### src/rtl/video_out_load_if.sv
// rtl/video_out_load_if.sv - Wishbone read-master bus bundle for the video-out frame loader
interface video_out_load_if;
    logic        p_wb_STB_O;
    logic        p_wb_CYC_O;
    logic        p_wb_LOCK_O;
    logic [3:0]  p_wb_SEL_O;
    logic        p_wb_WE_O;
    logic [31:0] p_wb_ADR_O;
    logic [31:0] p_wb_DAT_I;
    logic        p_wb_ACK_I;
    logic        p_wb_ERR_I;

    modport master (
        output p_wb_STB_O, p_wb_CYC_O, p_wb_LOCK_O, p_wb_SEL_O, p_wb_WE_O, p_wb_ADR_O,
        input  p_wb_DAT_I, p_wb_ACK_I, p_wb_ERR_I
    );

    modport slave (
        input  p_wb_STB_O, p_wb_CYC_O, p_wb_LOCK_O, p_wb_SEL_O, p_wb_WE_O, p_wb_ADR_O,
        output p_wb_DAT_I, p_wb_ACK_I, p_wb_ERR_I
    );
endinterface

### src/rtl/video_out_load.sv
// rtl/video_out_load.sv - Wishbone master reading a frame from RAM in packs into the video-out FIFO
module video_out_load #(
    parameter int p_WIDTH  = 640,
    parameter int p_HEIGHT = 480,
    parameter int NB_PACK  = 16
) (
    input  logic        clk,
    input  logic        nRST,
    input  logic [31:0] wb_reg_ctr,
    input  logic [31:0] wb_reg_data,
    input  logic        fifo_room,
    output logic        w_en,
    output logic [31:0] data_fifo,
    output logic        interrupt,
    output logic        error,
    video_out_load_if.master wb
);
    localparam int          PCW         = $clog2(NB_PACK + 1);
    localparam logic [19:0] FRAME_BYTES = 20'(p_WIDTH * p_HEIGHT);

    typedef enum logic [2:0] {WAIT_ADDR, WAIT_ROOM, REQ, WAIT_ACK, FRAME_DONE} state_t;

    state_t           state;
    logic [31:0]      base;
    logic [19:0]      offset;
    logic [PCW-1:0]   pack_cnt;
    logic [1:0]       int_cnt;
    logic             old_ctr0;
    logic             new_addr;
    logic [19:0]      offset_nxt;
    logic             unused_ctr;

    assign new_addr   = ~old_ctr0 & wb_reg_ctr[0];
    assign offset_nxt = offset + 20'd4;
    assign unused_ctr = ^wb_reg_ctr[31:1];

    assign wb.p_wb_LOCK_O = 1'b0;
    assign wb.p_wb_SEL_O  = 4'hf;
    assign wb.p_wb_WE_O   = 1'b0;

    always_ff @(posedge clk or negedge nRST) begin
        if (!nRST) begin
            state         <= WAIT_ADDR;
            base          <= '0;
            offset        <= '0;
            pack_cnt      <= '0;
            int_cnt       <= '0;
            old_ctr0      <= 1'b1;
            w_en          <= 1'b0;
            data_fifo     <= '0;
            interrupt     <= 1'b0;
            error         <= 1'b0;
            wb.p_wb_STB_O <= 1'b0;
            wb.p_wb_CYC_O <= 1'b0;
            wb.p_wb_ADR_O <= '0;
        end else begin
            old_ctr0 <= wb_reg_ctr[0];
            w_en     <= 1'b0;
            case (state)
                WAIT_ADDR: begin
                    if (new_addr) begin
                        base   <= wb_reg_data;
                        offset <= '0;
                        error  <= 1'b0;
                        state  <= WAIT_ROOM;
                    end
                end
                WAIT_ROOM: begin
                    if (fifo_room) begin
                        pack_cnt <= PCW'(NB_PACK);
                        state    <= REQ;
                    end
                end
                REQ: begin
                    wb.p_wb_CYC_O <= 1'b1;
                    wb.p_wb_STB_O <= 1'b1;
                    wb.p_wb_ADR_O <= base + {12'd0, offset};
                    state         <= WAIT_ACK;
                end
                WAIT_ACK: begin
                    if (wb.p_wb_ACK_I || wb.p_wb_ERR_I) begin
                        wb.p_wb_STB_O <= 1'b0;
                        w_en          <= 1'b1;
                        // An errored word still goes to the FIFO as zero so pixels stay aligned
                        if (wb.p_wb_ERR_I) begin
                            data_fifo <= '0;
                            error     <= 1'b1;
                        end else begin
                            data_fifo <= wb.p_wb_DAT_I;
                        end
                        offset   <= offset_nxt;
                        pack_cnt <= pack_cnt - PCW'(1);
                        if (offset_nxt == FRAME_BYTES) begin
                            wb.p_wb_CYC_O <= 1'b0;
                            int_cnt       <= '0;
                            state         <= FRAME_DONE;
                        end else if (pack_cnt == PCW'(1)) begin
                            wb.p_wb_CYC_O <= 1'b0;
                            state         <= WAIT_ROOM;
                        end else begin
                            state <= REQ;
                        end
                    end
                end
                FRAME_DONE: begin
                    if (int_cnt == 2'd3) begin
                        interrupt <= 1'b0;
                        state     <= WAIT_ADDR;
                    end else begin
                        interrupt <= 1'b1;
                        int_cnt   <= int_cnt + 2'd1;
                    end
                end
                default: state <= WAIT_ADDR;
            endcase
        end
    end
endmodule

### src/flat_wrapper.sv
// flat-port wrapper written by rule: the top's interface ports become plain ports
module video_out_load_flat 
#(
    parameter int p_WIDTH  = 640,
    parameter int p_HEIGHT = 480,
    parameter int NB_PACK  = 16
)
  (clk, nRST, wb_reg_ctr, wb_reg_data, fifo_room, w_en, data_fifo, interrupt, error, wb_p_wb_STB_O, wb_p_wb_CYC_O, wb_p_wb_LOCK_O, wb_p_wb_SEL_O, wb_p_wb_WE_O, wb_p_wb_ADR_O, wb_p_wb_DAT_I, wb_p_wb_ACK_I, wb_p_wb_ERR_I);
  video_out_load_if wb_i ();
  input  logic clk;
  input  logic nRST;
  input  logic [31:0] wb_reg_ctr;
  input  logic [31:0] wb_reg_data;
  input  logic fifo_room;
  output logic w_en;
  output logic [31:0] data_fifo;
  output logic interrupt;
  output logic error;
  output wire logic [$bits(wb_i.p_wb_STB_O)-1:0] wb_p_wb_STB_O;
  output wire logic [$bits(wb_i.p_wb_CYC_O)-1:0] wb_p_wb_CYC_O;
  output wire logic [$bits(wb_i.p_wb_LOCK_O)-1:0] wb_p_wb_LOCK_O;
  output wire logic [$bits(wb_i.p_wb_SEL_O)-1:0] wb_p_wb_SEL_O;
  output wire logic [$bits(wb_i.p_wb_WE_O)-1:0] wb_p_wb_WE_O;
  output wire logic [$bits(wb_i.p_wb_ADR_O)-1:0] wb_p_wb_ADR_O;
  input wire logic [$bits(wb_i.p_wb_DAT_I)-1:0] wb_p_wb_DAT_I;
  input wire logic [$bits(wb_i.p_wb_ACK_I)-1:0] wb_p_wb_ACK_I;
  input wire logic [$bits(wb_i.p_wb_ERR_I)-1:0] wb_p_wb_ERR_I;
  assign wb_p_wb_STB_O = wb_i.p_wb_STB_O;
  assign wb_p_wb_CYC_O = wb_i.p_wb_CYC_O;
  assign wb_p_wb_LOCK_O = wb_i.p_wb_LOCK_O;
  assign wb_p_wb_SEL_O = wb_i.p_wb_SEL_O;
  assign wb_p_wb_WE_O = wb_i.p_wb_WE_O;
  assign wb_p_wb_ADR_O = wb_i.p_wb_ADR_O;
  assign wb_i.p_wb_DAT_I = wb_p_wb_DAT_I;
  assign wb_i.p_wb_ACK_I = wb_p_wb_ACK_I;
  assign wb_i.p_wb_ERR_I = wb_p_wb_ERR_I;
  video_out_load #(.p_WIDTH(p_WIDTH), .p_HEIGHT(p_HEIGHT), .NB_PACK(NB_PACK)) u_core (.clk(clk), .nRST(nRST), .wb_reg_ctr(wb_reg_ctr), .wb_reg_data(wb_reg_data), .fifo_room(fifo_room), .w_en(w_en), .data_fifo(data_fifo), .interrupt(interrupt), .error(error), .wb(wb_i));
endmodule
### config.mk
export PLATFORM = sky130hd
export DESIGN_NAME = video_out_load_flat
export DESIGN_NICKNAME = d
export VERILOG_FILES = /design/src/rtl/video_out_load_if.sv /design/src/rtl/video_out_load.sv /design/src/flat_wrapper.sv
export SDC_FILE = /design/constraint.sdc
export NUM_CORES = 1
export LEC_CHECK = 0
export CAP_MARGIN = 40
export CORE_MARGIN = 10
export CORE_UTILIZATION = 52
export CTS_CLUSTER_DIAMETER = 200
export DETAILED_ROUTE_END_ITERATION = 7
export PLACE_DENSITY_LB_ADDON = 0.08
export SYNTH_ARGS = -nofsm -noshare
export SYNTH_HDL_FRONTEND = slang
export SYNTH_SLANG_ARGS = --single-unit
### constraint.sdc
create_clock -name clk -period 4.85 [get_ports clk]
set_clock_uncertainty 0.05 [all_clocks]
set_input_delay 0.485 -clock clk [delete_from_list [all_inputs] [get_ports clk]]
set_output_delay 0.485 -clock clk [all_outputs]
set_load 0.01 [all_outputs]
-- Word level (Yosys, flattened, before mapping)
Cells that the tools add are included.
- register bits after elaboration: 132
- output and inout port bits: 75
- input bits: 101
- equality and inequality tests: 15
- add/subtract/negate cells: 4
- reduce and logical (&&, ||, !) cells: 15
- bitwise gates (word level): 2
- mux-type cells: 31
- operators by type and width (cell ; count):
    $mux W20 ; 2
    $pmux W20 S2 ; 1
    $add A32 B20 Y32 ; 1
    $mux W32 ; 1
    $add A20 B3 Y20 const B ; 1
    $eq A20 B19 Y1 const B ; 1
    $mux W3 ; 5
    $pmux W3 S5 ; 1
    $reduce_and A4 Y1 ; 3
    $mux W1 ; 10
    $mux W5 ; 2
    $pmux W5 S2 ; 1
    $reduce_and A3 Y1 ; 3
    $mux W2 ; 4
    $ne A2 B1 Y1 const B ; 4
    $reduce_bool A2 Y1 ; 4
    $eq A3 B2 Y1 const B ; 2
    $ne A2 B2 Y1 const B ; 3
    $pmux W1 S2 ; 3
    $reduce_and A2 Y1 ; 3
    $eq A5 B1 Y1 const B ; 1
    $sub A5 B1 Y5 const B ; 1
    $pmux W2 S2 ; 1
    $eq A3 B1 Y1 const B ; 1
    other kinds (8) ; 8

-- Logic depth before layout (Yosys ltp)
Gate-level depths: netlist of run 1.
- word-level depth: 5
- depth in mapped cells: 10

-- Worst setup path after synthesis of run 1
No wires, ideal clock.
- path type: flip-flop to flip-flop
- from: register u_core.offset[5]
- to: register u_core.wb.p_wb_ADR_O[31]
- data required time: 4.676 ns
- buffers on the path: 0
- arrival time: 2.503 ns
- stages on the path, launching flop included: 10
- slack: 2.173 ns
- cells stage by stage: dfrtp_1 ha_1 and3_1 a22o_1 a311o_2 a221oi_4 o21a_2 nor4_2 mux2i_1 a211o_1
- cells in the longest elaborated chain, start to end: 1
- ends and longest elaborated chain (element ; line ; RTL):
    start: declaration ; video_out_load.sv:25 ; logic [19:0] offset;
    start signal: assignment ; video_out_load.sv:91 ; offset <= offset_nxt;
    $add A32 B20 Y32 ; video_out_load.sv:77 ; wb.p_wb_ADR_O <= base + {12'd0, offset};
    end signal: assignment ; video_out_load.sv:77 ;
    end: declaration ; video_out_load_if.sv:14 ; output p_wb_STB_O, p_wb_CYC_O, p_wb_LOCK_O, p_wb_SEL_O, p_wb_WE_O, p_wb_ADR_O,
Every way passes these cells.
A chain may end at the register's enable or synchronous reset.

-- Worst setup path in the final report of run 1
Same ends and word-level chain as after synthesis.

==> flow_summary.json, run 1 <==
{
  "cp-endpoint": "u_core.wb.p_wb_ADR_O[31]",
  "final_util_pct": 71.0,
  "met1Wirelength_mm": 6.39,
  "fin_nets": 903,
  "dieWidth_um": 131,
  "p_total_mw": 5.18,
  "topRoutingLayerUsed": "met4",
  "seqPwrFrac_pct": 35.8,
  "clock-sinks": 130,
  "antenna_cells": 0,
  "routed-wl-met3_mm": 1.41,
  "detail_route.first_pass.iterations": 5,
  "mostFrequentLayoutCell": "clkdlybuf4s50_1",
  "root_buffer": "clkbuf_16",
  "tightest_slew_ns": 0.861,
  "core_area_sq_mm": 0.0121,
  "rr_endpoint": "u_core.wb.p_wb_ADR_O[31]",
  "worstRegToRegCells": 9,
  "antenna_found_initial": 0,
  "setup_ws_ns": 1.76,
  "yosysWarnings": 0,
  "syn_inst": 645,
  "clockBufferDepth": 2,
  "grt_max_degree": 59,
  "die_h_um": 131,
  "arrival_ns": 3.35,
  "synth_ff_type": "dfrtp_1",
  "cts_buffers": 17,
  "final_cell_mix": "clkdlybuf4s50_1 (137), nand2_1 (133), dfrtp_1 (129)",
  "p_int_mw": 3.39,
  "place_ws_ns": 1.77,
  "synthDistinctLibCells": 52,
  "hold_class": "reg2reg",
  "slew_headroom_pct": 42.2,
  "cts.repair.resized": 0,
  "maxCapViolCount": 0,
  "drc_errors": 0,
  "routed_wl_mm": 15.6,
  "period_minus_slack_ns": 3.09,
  "hold_viol_final": 0,
  "r2r_setup_slack_ns": 1.76,
  "timing.rr.start": "u_core.offset[5]",
  "end_kind": "flip-flop",
  "drv_slew": 0,
  "p_sw_mw": 1.79,
  "ctsHtreeMaxLevel": 4,
  "power_density_mw_per_mm2": 604,
  "min_period_over_period_pct": 63.7,
  "synth_edf_count": 0,
  "ant_nets": 0,
  "via_per_inst": 5.31,
  "power_leakage_nw": 3.75,
  "timing.fmax_mhz": 323,
  "run_status": "completed",
  "clkTransAtPathRegs_ns": 0.05,
  "area_growth_pct": 33.0,
  "ys_seq_elements": 130,
  "cts_tree": "done",
  "critical_path_class": "reg2reg",
  "setup_viol": 0,
  "pwr-share-clk_pct": 23.8,
  "dp_hpwl_mm": 11.3,
  "detailedRoute.firstIterationViolations": 248,
  "ff_latch_area_sq_mm": 0.00325,
  "io_pins": 176,
  "dieArea_sq_mm": 0.0172,
  "rsz0062_at_grt": "no",
  "rows": 40,
  "start_util_pct": 53.4,
  "synth_area_sq_mm": 0.00644,
  "worst_ep_required_time_ns": 5.10,
  "peakVddDrop_v": 0.000417,
  "pwr-share-comb_pct": 40.5,
  "clk_latency_ns": 0.42,
  "cp-startpoint": "u_core.offset[5]",
  "avgSynthCellArea_sq_um": 9.98,
  "start_kind": "flip-flop",
  "crit_fanout": 11,
  "post_cts_buffers": 0,
  "drive_gt1_share_pct": 10.6,
  "grtUsageTotal_pct": 18.5,
  "met2_length_mm": 7.57,
  "seq_area_frac_synth_pct": 50.5,
  "multi_input_area_sq_mm": 0.00302,
  "wl_per_cell_um": 16.2,
  "fillers": 920,
  "via_count": 5102,
  "port_buffers": 138,
  "globalRoute.totalOverflow": 0,
  "grt_pass1_vias": 5409,
  "grt_pass1_wl_mm": 26.4,
  "async_reset_ff_share_pct": 100,
  "p_sw_share_pct": 34.5,
  "gp_congestion": 0.814,
  "fin_setup_tns_ns": 0
}
[cells by family after synthesis]
logic type / Yosys count / synth area share, %
and+or+nand+nor: 261 / 19.9
DFF: 130 / 50.5
AOI/OAI and AO/OA: 117 / 11.5
buffers and inverters: 44 / 3.05
xor gates and xnor gates: 36 / 4.90
muxes: 33 / 5.75
adders and majority gates: 22 / 4.27
other: 2 / 0.117
[stage by stage]
step                      cell area (sq um)  hold slack, ns  instances
after global placement                 7940           0.398        926
after CTS                              8570           0.418        960
final                                  8570           0.407        960
after detailed placement               7980           0.405        928
after floorplan                        6450           0.139        649
after global routing                   8570           0.440        960
[power groups by stage]
stage	combinational [mW]	sequential (mW)	clock, mW
after floorplan	1.08	1.92	0
after global placement	2.02	1.84	0
after detailed placement	2.11	1.86	0
after CTS	2.13	1.86	1.25
after global routing	2.34	1.92	1.30
final	2.09	1.85	1.23
[what timing repair did]
action	CTS	global route
hold buffers	1	0
endpoints found under the setup margin	0	0
hold endpoints to repair	35	0
[state kept, by name, summed over array words and instances (netlist names)]
name	cells
u_core.old_ctr0	1
u_core.wb.p_wb_CYC_O	1
u_core.data_fifo	32
u_core.pack_cnt	5
u_core.int_cnt	2
u_core.interrupt	1
u_core.wb.p_wb_ADR_O	32
u_core.error	1
u_core.offset	18
u_core.w_en	1
u_core.wb.p_wb_STB_O	1
u_core.base	32
u_core.state	3
[cells in the mapped netlist (8+ instances only)]
master,count,area (sq um)
a21oi_1,15,75.1
nor3_1,11,55.1
o21ai_1,12,60.1
ha_1,22,275
nand3_1,13,65.1
o21ai_0,50,250
mux2_2,32,360
nand3b_1,34,255
inv_1,8,30.0
xnor2_1,25,219
and3_1,8,50.1
nand2_1,134,503
dfrtp_1,129,3230
nor2_1,30,113
xor2_1,11,96.3
clkbuf_1,27,101
[layer usage]
layer  vias up  track usage, %
met2       139            30.5
li1       2494               -
met4         0            6.24
met1      2452            20.7
met5         -               0
met3        17            8.54
[worst max-delay path, cell delays in order (launching register included)]
cell	delay [ns]
dfrtp_1	0.46
ha_1	0.38
and3_1	0.18
a22o_1	0.25
a311o_2	0.47
a221oi_4	0.34
o21a_2	0.33
nor4_2	0.12
mux2i_1	0.16
a211o_1	0.23
[layout make-up]
class	instances	share of cell area [%]
Clock inverter	3	0.497
Inverter	8	0.351
Tap cell	168	2.45
Sequential cell	130	38.0
Clock buffer	28	6.27
Timing Repair Buffer	148	17.2
Multi-Input combinational cell	475	35.2
[worst min-delay path by stage]
stage	cells after the start	end	from	slack (ns)
2_1_floorplan	0	u_core.base[0]	nRST	0.14
3_3_place_gp	2	u_core.wb.p_wb_ADR_O[0]	u_core.base[0]	0.40
3_5_place_dp	2	u_core.data_fifo[30]	u_core.data_fifo[30]	0.40
4_1_cts	2	u_core.data_fifo[30]	u_core.data_fifo[30]	0.42
5_1_grt	2	u_core.data_fifo[9]	u_core.data_fifo[9]	0.44
6_report	2	u_core.wb.p_wb_ADR_O[1]	u_core.base[1]	0.41
No activity file was read; power rests on OpenSTA's default activity.
==> run 2, diff against run 1 <==
- CORE_UTILIZATION: 52 -> 49
- clock period: 4.85 -> 3.2 ns (I/O delays scaled with it)
==> run 2 against run 1 <==
Net effect:
- sequential share of layout area shrank 0.055 points
- wire length grew 2.5%
- largest power group unchanged
- maximum frequency grew 3.9%
- count of clock-buffer cells in the layout down 3
- via count down 0.33%
- cell area increased by 0.15%
- cell count rose by 0.42%
- core utilization is 3.6 points lower
- worst setup slack worse by 1.5 ns
==> flow_summary.json, run 2 (same netlist as run 1, synthesis figures left out) <==
{
  "run_status": "completed",
  "min_period_over_period_pct": 93.0,
  "timing.fmax_mhz": 336,
  "grtUsageTotal_pct": 18.0,
  "slowest_stage": "a311o_2",
  "min-delay-start": "wb_reg_ctr[0]",
  "clkTransAtPathRegs_ns": 0.05,
  "antenna_found_initial": 0,
  "place_ws_ns": 0.175,
  "power_density_mw_per_mm2": 918,
  "r2r_setup_slack_ns": 0.22,
  "fin_nets": 904,
  "met1Wirelength_mm": 6.50,
  "root_buffer": "clkbuf_16",
  "p_total_mw": 7.88,
  "worst_ep_required_time_ns": 3.45,
  "ctsHtreeMaxLevel": 4,
  "area_growth_pct": 33.2,
  "globalRoute.totalOverflow": 0,
  "hold_ws_ns": 0.301,
  "hold_end": "u_core.old_ctr0",
  "worstRegToRegCells": 9,
  "reg_top3": "u_core.base (32), u_core.data_fifo (32), u_core.wb.p_wb_ADR_O (32)",
  "hold_depth": 1,
  "routed-wl-met3_mm": 1.45,
  "detail_route.first_pass.iterations": 4,
  "rr_endpoint": "u_core.wb.p_wb_ADR_O[31]",
  "fillers": 1050,
  "dp_hpwl_mm": 11.5,
  "fin_area_sq_mm": 0.00858,
  "setup_viol": 0,
  "tightest_slew_ns": 0.694,
  "start_kind": "flip-flop",
  "mostFrequentLayoutCell": "clkdlybuf4s50_1",
  "ant_nets": 0,
  "rows": 41,
  "slew_headroom_pct": 53.6,
  "drc_errors": 0,
  "io_pins": 176,
  "crit_fanout": 11,
  "via_per_inst": 5.27,
  "final_util_pct": 67.4,
  "timing.rr.start": "u_core.offset[5]",
  "wl_per_cell_um": 16.5,
  "met2_length_mm": 7.80,
  "rsz0062_at_grt": "no",
  "core_area_sq_mm": 0.0127,
  "peakVddDrop_v": 0.000495,
  "critical_path_class": "reg2reg",
  "arrival_ns": 3.23,
  "end_kind": "flip-flop",
  "final_cell_mix": "clkdlybuf4s50_1 (137), nand2_1 (133), dfrtp_1 (129)",
  "drv_slew": 0,
  "stdcell_count": 964,
  "detailedRoute.firstIterationViolations": 228,
  "start_util_pct": 50.6,
  "dieArea_sq_mm": 0.0181,
  "die_h_um": 135,
  "cts_buffers": 17,
  "path_cells": "ha_1 > and3_1 > a22o_1 > a311o_2 > a221oi_4 > o21a_4 > nor4_2 > mux2i_1 > a211o_1",
  "ff_latch_area_sq_mm": 0.00325,
  "placed_cell_area_sq_mm": 0.00798,
  "setup_ws_ns": 0.223,
  "maxCapViolCount": 0,
  "routed_wl_mm": 16.0,
  "place_inst": 933,
  "dieWidth_um": 135,
  "topRoutingLayerUsed": "met4",
  "port_buffers": 138,
  "clk_latency_ns": 0.42,
  "grt_pass1_wl_mm": 26.3,
  "max_stage_delay_ns": 0.48,
  "power_leakage_nw": 3.76,
  "clockBufferDepth": 2,
  "grt_max_degree": 91,
  "hold_class": "in2reg",
  "clock-sinks": 130,
  "via_count": 5085,
  "period_minus_slack_ns": 2.98,
  "hold_viol_final": 0,
  "fin_setup_tns_ns": 0,
  "grt_pass1_vias": 5230,
  "cts_tree": "done",
  "antenna_cells": 0,
  "multi_input_area_sq_mm": 0.00302,
  "gp_congestion": 0.840,
  "drive_gt1_share_pct": 10.7
}
[run 2: layout make-up]
class | count | area share [%]
Clock buffer | 25 | 5.89
Clock inverter | 5 | 0.875
Inverter | 8 | 0.350
Multi-Input combinational cell | 475 | 35.2
Sequential cell | 130 | 37.9
Tap cell | 172 | 2.51
Timing Repair Buffer | 149 | 17.2
[run 2: where the power goes]
| group | switching [mW] | internal [mW] | total [mW] |
|---|---|---|---|
| clock network | 0.664 | 1.24 | 1.90 |
| logic | 1.59 | 1.57 | 3.16 |
| registers | 0.487 | 2.33 | 2.82 |
[run 2: metal layers]
layer,global-route usage (%),up-vias
met5,0,-
met4,5.93,0
met3,9.12,20
met2,29.1,123
met1,20.3,2446
li1,-,2496
[run 2: worst max path at each step]
stage	end	from	cells past startpoint	slack [ns]
finish	u_core.wb.p_wb_ADR_O[31]	u_core.offset[5]	9	0.22
global placement	u_core.wb.p_wb_ADR_O[31]	u_core.offset[5]	9	0.21
detailed placement	u_core.wb.p_wb_ADR_O[31]	u_core.offset[5]	9	0.18
floorplan	u_core.wb.p_wb_ADR_O[31]	u_core.offset[5]	9	0.52
CTS	u_core.wb.p_wb_ADR_O[31]	u_core.offset[5]	9	0.15
global route	u_core.wb.p_wb_ADR_O[31]	u_core.offset[5]	9	0.07
[run 2: worst max-delay path, delay by kind of cell (launching register included)]
| kind | cells | cell delay (ns) |
|---|---|---|
| AND/OR/NAND/NOR | 2 | 0.27 |
| multiplexers | 1 | 0.13 |
| AO/OA/AOI/OAI | 5 | 1.56 |
| adder cells (fa/ha/maj) | 1 | 0.38 |
| flip-flops | 1 | 0.46 |
[run 2: what timing repair did]
item,4_1_cts,5_1_grt
buffers inserted,0,0
endpoints found under the setup margin,0,1
hold endpoints to repair,40,0
resized for setup,0,1
hold buffers,1,0
==> run 3, diff against run 2 <==
- MAX_ROUTING_LAYER: not set -> met4
==> run 3 against run 2 <==
Net effect:
- wire length is 0.18% higher
- clock power about the same
- register-to-register slack about the same
- critical path type unchanged
- highest routed layer unchanged
==> flow_summary.json, run 3 (same netlist as run 1, synthesis figures left out) <==
{
  "ctsHtreeMaxLevel": 4,
  "worst-path-buf-inv": 0,
  "wl_per_cell_um": 16.6,
  "pwr-share-clk_pct": 24.2,
  "place_ws_ns": 0.175,
  "via_count": 5069,
  "via_per_inst": 5.26,
  "dieArea_sq_mm": 0.0181,
  "clk_latency_ns": 0.42,
  "worst_ep_required_time_ns": 3.45,
  "setup_viol": 0,
  "r2r_setup_slack_ns": 0.23,
  "pwr-share-comb_pct": 40.0,
  "run_status": "completed",
  "end_kind": "flip-flop",
  "seqPwrFrac_pct": 35.8,
  "final_cell_mix": "clkdlybuf4s50_1 (137), nand2_1 (133), dfrtp_1 (129)",
  "core_area_sq_mm": 0.0127,
  "max_stage_delay_ns": 0.47,
  "tightest_slew_ns": 0.692,
  "reg_top3": "u_core.base (32), u_core.data_fifo (32), u_core.wb.p_wb_ADR_O (32)",
  "start_util_pct": 50.6,
  "cts_tree": "done",
  "peakVddDrop_v": 0.000498,
  "drc_errors": 0,
  "rsz0062_at_grt": "no",
  "grt_pass1_vias": 5266,
  "die_h_um": 135,
  "fin_nets": 904,
  "globalRoute.totalOverflow": 0,
  "clockBufferDepth": 2,
  "drive_gt1_share_pct": 10.7,
  "timing.rr.start": "u_core.offset[5]",
  "crit_fanout": 11,
  "critical_path_class": "reg2reg",
  "detail_route.first_pass.iterations": 4,
  "period_minus_slack_ns": 2.97,
  "port_buffers": 138,
  "path_cells": "ha_1 > and3_1 > a22o_1 > a311o_2 > a221oi_4 > o21a_4 > nor4_2 > mux2i_1 > a211o_1",
  "rows": 41,
  "routed_wl_mm": 16.0,
  "ant_nets": 0,
  "clkTransAtPathRegs_ns": 0.05,
  "min-delay-start": "wb_reg_ctr[0]",
  "hold_end": "u_core.old_ctr0",
  "hold_class": "in2reg",
  "grt_max_degree": 91,
  "hold_depth": 1,
  "p_int_mw": 5.14,
  "clock-sinks": 130,
  "mostFrequentLayoutCell": "clkdlybuf4s50_1",
  "place_inst": 933,
  "p_sw_share_pct": 34.8,
  "hold_viol_final": 0,
  "grt_pass1_wl_mm": 26.2,
  "root_buffer": "clkbuf_16",
  "maxCapViolCount": 0,
  "fin_setup_tns_ns": 0,
  "slew_headroom_pct": 53.7,
  "worstRegToRegCells": 9,
  "hold_ws_ns": 0.298,
  "p_total_mw": 7.88,
  "timing.fmax_mhz": 336,
  "stdcell_count": 964,
  "slowest_stage": "a311o_2",
  "grtUsageTotal_pct": 18.5,
  "arrival_ns": 3.23,
  "p_sw_mw": 2.74,
  "detailedRoute.firstIterationViolations": 209,
  "min_period_over_period_pct": 92.9,
  "gp_congestion": 0.853,
  "dp_hpwl_mm": 11.5,
  "power_density_mw_per_mm2": 919,
  "start_kind": "flip-flop",
  "setup_ws_ns": 0.227,
  "cts_buffers": 17,
  "antenna_cells": 0,
  "antenna_found_initial": 0,
  "power_leakage_nw": 3.76,
  "area_growth_pct": 33.2,
  "post_cts_buffers": 0,
  "fillers": 1050,
  "drv_slew": 0,
  "cp_top_family": "compound AO/OA/AOI/OAI gates",
  "dieWidth_um": 135,
  "io_pins": 176,
  "rr_endpoint": "u_core.wb.p_wb_ADR_O[31]"
}
==> run 3: power groups by stage <==
stage | clock [mW] | combinational, mW | sequential (mW)
floorplan | 0 | 1.64 | 2.91
global placement | 0 | 3.08 | 2.80
detailed placement | 0 | 3.17 | 2.84
CTS | 1.94 | 3.21 | 2.83
global route | 2.01 | 3.51 | 2.92
finish | 1.90 | 3.16 | 2.82
==> run 3: cell type report <==
type	count	area, sq um	share of cell area [%]
Inverter	8	30.0	0.350
Multi-Input combinational cell	475	3020	35.2
Sequential cell	130	3250	37.9
Timing Repair Buffer	149	1480	17.2
Tap cell	172	215	2.51
Clock buffer	25	505	5.89
Clock inverter	5	75.1	0.875
==> run 3: how the worst max path moves through the flow <==
stage / cells after the start / from / endpoint / slack [ns]
floorplan: 9 / u_core.offset[5] / u_core.wb.p_wb_ADR_O[31] / 0.52
global placement: 9 / u_core.offset[5] / u_core.wb.p_wb_ADR_O[31] / 0.21
detailed placement: 9 / u_core.offset[5] / u_core.wb.p_wb_ADR_O[31] / 0.18
CTS: 9 / u_core.offset[5] / u_core.wb.p_wb_ADR_O[31] / 0.15
global route: 9 / u_core.offset[5] / u_core.wb.p_wb_ADR_O[31] / 0.07
finish: 9 / u_core.offset[5] / u_core.wb.p_wb_ADR_O[31] / 0.23
==> run 3: stage by stage <==
stage	cell area (sq um)	util [%]
final	8580	67.4
after global routing	8580	67.4
after CTS	8570	67.4
after detailed placement	7980	62.7
after global placement	7970	62.7
after floorplan	6450	-
==> run 3: worst register-to-register path: cells and delay by family, from the launching register on <==
family | cells | cell delay [ns]
DFF | 1 | 0.46
AOI/OAI and AO/OA | 5 | 1.55
muxes | 1 | 0.13
and+or+nand+nor | 2 | 0.27
adders and majority gates | 1 | 0.38
==> run 3: repair_timing <==
action                                  4_1_cts  5_1_grt
endpoints found under the setup margin        0        1
hold buffers                                  1        0
gates resized for setup                       0        1
hold endpoints to repair                     40        0
==> run 3: per-layer routing <==
| layer | GRT usage, % | vias to the layer above | share of wire (%) |
|---|---|---|---|
| li1 | - | 2498 | - |
| met4 | 5.93 | 0 | 1.4 |
| met1 | 21.0 | 2404 | 42 |
| met3 | 7.90 | 22 | 7.7 |
| met5 | - | - | 0 |
| met2 | 29.0 | 145 | 49 |
